===== src/rtl/uart_pkg.sv =====
// Shared UART definitions: FSM state encodings, default bit timing and parity modes.
// Kept separate so a matching receiver can reuse the same encodings.
package uart_pkg;

   typedef enum logic [2:0] {
      ST_IDLE   = 3'd0,
      ST_START  = 3'd1,
      ST_DATA   = 3'd2,
      ST_PARITY = 3'd3,
      ST_STOP   = 3'd4
   } uart_state_e;

   // 50 MHz system clock at 115200 baud
   localparam int UART_CLKS_PER_BIT_DEFAULT = 434;

   localparam int UART_PARITY_NONE = 0;
   localparam int UART_PARITY_EVEN = 1;

   function automatic logic even_parity(input logic [7:0] data);
      return ^data;
   endfunction

endpackage


===== src/rtl/uart_baud_tick.sv =====
// Bit-period timer: counts 0..CLKS_PER_BIT-1 and flags the last count of each bit.
// The tick is a flop output so downstream state decisions see a clean strobe.
module uart_baud_tick #(
   parameter int CLKS_PER_BIT = 434
) (
   input  logic clk,
   input  logic rst,
   input  logic restart,
   output logic tick,
   output logic pre_tick
);

   localparam int CNT_W = $clog2(CLKS_PER_BIT);
   localparam logic [CNT_W-1:0] CNT_LAST = CNT_W'(CLKS_PER_BIT - 1);
   localparam logic [CNT_W-1:0] CNT_PRE  = CNT_W'(CLKS_PER_BIT - 2);

   logic [CNT_W-1:0] count_r;
   logic [CNT_W-1:0] count_s;
   logic             tick_r;
   logic             tick_s;

   // Next count and look-ahead tick so the tick itself can be registered
   always_comb begin
      count_s = count_r;
      if (restart) begin
         count_s = {CNT_W{1'b0}};
      end else if (count_r == CNT_LAST) begin
         count_s = {CNT_W{1'b0}};
      end else begin
         count_s = count_r + CNT_W'(1);
      end
      tick_s = (count_s == CNT_LAST);
   end

   // Counter and tick registers
   always_ff @(posedge clk or negedge rst) begin
      if (!rst) begin
         count_r <= {CNT_W{1'b0}};
         tick_r  <= 1'b0;
      end else begin
         count_r <= count_s;
         tick_r  <= tick_s;
      end
   end

   assign tick     = tick_r;
   assign pre_tick = (count_r == CNT_PRE);

endmodule


===== src/rtl/uart_byte_tx.sv =====
// Byte-wide UART transmitter with a one-byte holding register, optional even parity,
// and back-to-back frames when the next byte is already held at the end of STOP.
module uart_byte_tx
   import uart_pkg::*;
#(
   parameter int CLKS_PER_BIT = UART_CLKS_PER_BIT_DEFAULT,
   parameter int PARITY_EN    = UART_PARITY_NONE
) (
   input  logic       clk,
   input  logic       rst,
   input  logic [7:0] din,
   input  logic       Ready_Byte,
   output logic       Tx_busy,
   output logic       tx,
   output logic       tx_done
);

   localparam logic PAR_ON = (PARITY_EN == UART_PARITY_EVEN);

   uart_state_e state_r;
   uart_state_e state_s;
   logic [7:0]  hold_r;
   logic [7:0]  hold_s;
   logic [7:0]  data_r;
   logic [7:0]  data_s;
   logic [2:0]  idx_r;
   logic [2:0]  idx_s;
   logic        busy_r;
   logic        busy_s;
   logic        tx_r;
   logic        tx_s;
   logic        done_r;
   logic        done_s;
   logic        restart_s;
   logic        tick_s;
   logic        pre_tick_s;

   uart_baud_tick #(
      .CLKS_PER_BIT(CLKS_PER_BIT)
   ) u_baud (
      .clk      (clk),
      .rst      (rst),
      .restart  (restart_s),
      .tick     (tick_s),
      .pre_tick (pre_tick_s)
   );

   // Holding-register acceptance, frame sequencing and next line level
   always_comb begin
      state_s = state_r;
      hold_s  = hold_r;
      data_s  = data_r;
      idx_s   = idx_r;
      busy_s  = busy_r;
      tx_s    = 1'b1;

      // Acceptance and hand-off are mutually exclusive: one needs busy low, the other high
      if (Ready_Byte && !busy_r) begin
         hold_s = din;
         busy_s = 1'b1;
      end else begin
         hold_s = hold_r;
      end

      case (state_r)
         ST_IDLE: begin
            if (busy_r) begin
               state_s = ST_START;
               data_s  = hold_r;
               busy_s  = 1'b0;
            end else begin
               state_s = ST_IDLE;
            end
         end
         ST_START: begin
            if (tick_s) begin
               state_s = ST_DATA;
               idx_s   = 3'd0;
            end else begin
               state_s = ST_START;
            end
         end
         ST_DATA: begin
            if (tick_s) begin
               if (idx_r == 3'd7) begin
                  state_s = PAR_ON ? ST_PARITY : ST_STOP;
               end else begin
                  idx_s = idx_r + 3'd1;
               end
            end else begin
               state_s = ST_DATA;
            end
         end
         ST_PARITY: begin
            if (tick_s) begin
               state_s = ST_STOP;
            end else begin
               state_s = ST_PARITY;
            end
         end
         ST_STOP: begin
            if (tick_s) begin
               if (busy_r) begin
                  state_s = ST_START;
                  data_s  = hold_r;
                  busy_s  = 1'b0;
               end else begin
                  state_s = ST_IDLE;
               end
            end else begin
               state_s = ST_STOP;
            end
         end
         default: begin
            state_s = ST_IDLE;
         end
      endcase

      // Line level is decoded from the next state so tx leaves a flop
      case (state_s)
         ST_IDLE:   tx_s = 1'b1;
         ST_START:  tx_s = 1'b0;
         ST_DATA:   tx_s = data_s[idx_s];
         ST_PARITY: tx_s = even_parity(data_s);
         ST_STOP:   tx_s = 1'b1;
         default:   tx_s = 1'b1;
      endcase

      restart_s = (state_s != state_r) || (state_r == ST_IDLE);
      done_s    = (state_r == ST_STOP) && pre_tick_s;
   end

   // State, buffers and registered outputs
   always_ff @(posedge clk or negedge rst) begin
      if (!rst) begin
         state_r <= ST_IDLE;
         hold_r  <= 8'h00;
         data_r  <= 8'h00;
         idx_r   <= 3'd0;
         busy_r  <= 1'b0;
         tx_r    <= 1'b1;
         done_r  <= 1'b0;
      end else begin
         state_r <= state_s;
         hold_r  <= hold_s;
         data_r  <= data_s;
         idx_r   <= idx_s;
         busy_r  <= busy_s;
         tx_r    <= tx_s;
         done_r  <= done_s;
      end
   end

   assign Tx_busy = busy_r;
   assign tx      = tx_r;
   assign tx_done = done_r;

endmodule


===== config.mk =====
export PLATFORM = sky130hd
export DESIGN_NAME = uart_byte_tx
export DESIGN_NICKNAME = d
export VERILOG_FILES = /design/src/rtl/uart_pkg.sv /design/src/rtl/uart_baud_tick.sv /design/src/rtl/uart_byte_tx.sv
export SDC_FILE = /design/constraint.sdc
export NUM_CORES = 1
export LEC_CHECK = 0
export ABC_AREA = 1
export BUFFER_PORTS_ARGS = -buffer_cell sky130_fd_sc_hd__buf_4
export CAP_MARGIN = 20
export CORE_UTILIZATION = 50
export DETAILED_ROUTE_END_ITERATION = 8
export PLACE_DENSITY = 0.68
export SYNTH_ARGS = -nofsm -noshare
export SYNTH_HDL_FRONTEND = slang
export SYNTH_HIERARCHICAL = 1
export SYNTH_SLANG_ARGS = --single-unit
export TNS_END_PERCENT = 1

===== constraint.sdc =====
create_clock -name clk -period 3.9 [get_ports clk]
set_clock_uncertainty 0.05 [all_clocks]
set_input_delay 0.195 -clock clk [delete_from_list [all_inputs] [get_ports clk]]
set_output_delay 0.195 -clock clk [all_outputs]
set_load 0.02 [all_outputs]

==> run metrics <==
Port-buffer cells 13; global placement routability congestion around 0.86; Final Non-Filler Cells 342; Sequential Power Share 39.7%; Sw Share 41.81%; synth unique cells 28; P&R area growth vs syn 8.870%; Pint roughly 0.00083 W; Post-CTS Setup Bufs 0; Hold Crit Class input port to flop; # rows 23; setup violators final 0; remaining antenna violation count after routing 0; Final nets a little over 300; number of vias per cell 4.830; diodes inserted 0; Seq/Total Area, Yosys 39.60%; layout cells sized above 1 around 28%; IR drop worst, VDD between 0.4 and 0.5 mV; CTS tree built; Cells after Synth 275; max cap viols 0; Arr. time, crit path ~2400 ps; drt wl/cell about 11 um; drt total wl slightly below 4 mm; outcome completed; Core Box Area 0.004115 sq mm; total gr overflow 0; # H-tree levels 2; slew margin rel. 55.48%; Slew Viols, Final 0; Initial Util 53.82%; CTS clk-pin slew, worst paths 70 ps; Residual DRC 0; Post-Syn Area per Cell about 8 sq um; Clock Path Buffers 2; slew at the pin closest to its max-slew limit roughly 660 ps; M1 WL 1.900 mm; Final HPWL DP 2.982 mm; part of the power in the clock network 18.2%; initial antenna violation count 0; met3 routed WL roughly 140 um; Global Route Usage Sum 20.27%; Power Density 591.1 mW/mm^2; via count 1,652; Cell Area, Synth 0.002215 sq mm; Peak Freq 453.8 MHz; CP max FO 11; Setup crit end kind flop; flops & latches, synth 35; CTS Root Buffer Type clkbuf_8; period utilization 56.50%; pin count of the biggest net entering global routing 36; crit path launch type flop; Clock Latency Late Sink 290 ps; vias in the first global route 1,560; setup TNS 0 ps; post-cts repair resize count 0; io pins 14; first-pass GRT wire length 6.865 mm; DR iter-0 viols roughly 80; routed wl met2 around 1.8 mm; Sink Count 35; Period minus WS final 2203 ps; DP Cell Count 333; Die ar. 0.004699 sq mm; P_sw 0.0005958 W; final hold violation count 0; Logic pwr share a little over two fifths; Mapped Nets just under 300; Crit Path Class flop to flop; Pre-antenna DRT Iters 4; cts bufs inserted 5; die width 68.55 um; yosys warns 6; Leak 1.262 nW; highest routed layer met4; Die Y 68.55 um; CP required 4080 ps; RSZ-0062 raised after global routing no
[placed cells by master, fill, tap and decap left out, types with 2 or more instances in the layout]
| cell | n |
|---|---|
| nand3_1 | 17 |
| nor2_4 | 3 |
| nand4_1 | 12 |
| nand3_2 | 2 |
| buf_4 | 13 |
| clkbuf_8 | 5 |
| nand2_4 | 16 |
| a21oi_1 | 6 |
| o21ai_0 | 6 |
| mux2_2 | 5 |
| nand2_2 | 12 |
| nand2_1 | 58 |
| dfrtp_1 | 34 |
| nor2_1 | 22 |
| ha_1 | 4 |
| inv_1 | 46 |
| inv_2 | 11 |
| nor2_2 | 7 |
[registers in the layout, indices dropped and copies added (netlist names)]
signal / count
idx_r: 3
data_r: 8
state_r: 3
hold_r: 8
u_baud/count_r: 9
u_baud/tick: 1
tx: 1
Tx_busy: 1
tx_done: 1
[cell families after synthesis]
logic type / synth area share [%]
and+or+nand+nor: 38.42
buffers and inverters: 12.60
DFF: 39.60
AOI/OAI and AO/OA: 4.181
muxes: 2.542
adders and majority gates: 2.260
xor gates and xnor gates: 0.3956
[what timing repair did]
item	CTS	global route
endpoints found under the setup margin	0	0
hold buffers	1	0
hold endpoints to repair	34	0
[power groups by stage]
stage                     logic [W]  clock network, W  registers (W)
after CTS                  0.000608          0.000265       0.000567
after floorplan            0.000541                 0       0.000543
after detailed placement   0.000604                 0       0.000575
after global routing       0.000696          0.000280       0.000582
after global placement     0.000596                 0       0.000576
final                      0.000599          0.000260       0.000566
[worst max-delay path: stages, from the launching register on]
cell,delay (ps)
dfrtp_1,460
nor2_4,280
nand2_1,120
a2bb2oi_1,240
xor2_1,100
a21oi_1,100
o21ai_0,250
nor2_4,200
inv_2,80
nor2_2,120
o21ai_2,70
nor2_2,90
[synthesized netlist by cell type (all sizes together)]
cell type,n,area (sq um)
buf,5,58.80
ha,4,50.05
o22ai,1,6.260
xor2,1,8.760
mux2,5,56.30
o21ai,7,38.79
inv,58,220.2
a21oi,7,38.79
nand3,20,122.6
nor2,33,180.2
dfstp,1,26.28
a2bb2oi,1,8.760
dfrtp,34,850.8
nand2,86,472.9
nand4,12,75.07
[area by class of cell]
type | instances | area [sq um]
Fill cell | 379 | 1704
Clock inverter | 2 | 12.51
Clock buffer | 6 | 72.57
Sequential cell | 35 | 877.1
Timing Repair Buffer | 14 | 107.6
Inverter | 58 | 220.2
Tap cell | 50 | 62.56
Multi-Input combinational cell | 177 | 1059
[path summary, 6_finish.rpt]
kind                            startpoint                end  slack (ps)  cells after the start
worst min register to register   hold_r[1]          hold_r[1]         460                      2
worst min-delay path                din[6]          hold_r[6]          80                      2
max in group asynchronous              rst                 tx        3120                      2
min in group asynchronous              rst  u_baud/count_r[4]         340                      2
worst max register to register  state_r[0]        u_baud/tick        1700                     11
worst max-delay path            state_r[0]        u_baud/tick        1700                     11
[routing by layer]
layer / track usage [%] / vias up
met3: 4.441 / 5
met4: 8.594 / 0
met5: 0 / -
met2: 31.13 / 30
met1: 27.49 / 741
li1: - / 876
[metrics by stage]
stage | instance area [sq um] | setup WS [ps] | util [%] | hold slack, ps | total power (W)
after floorplan | 2215 | 1924 | - | -150.6 | 0.001084
after global placement | 2316 | 1789 | 56.28 | 128.3 | 0.001172
after detailed placement | 2316 | 1697 | 56.28 | 127.4 | 0.001179
after CTS | 2411 | 1691 | 58.59 | 72.25 | 0.001440
after global routing | 2411 | 1489 | 58.59 | 71.55 | 0.001558
final | 2411 | 1697 | 58.59 | 79.40 | 0.001425
(Power assumes the default switching activity.)
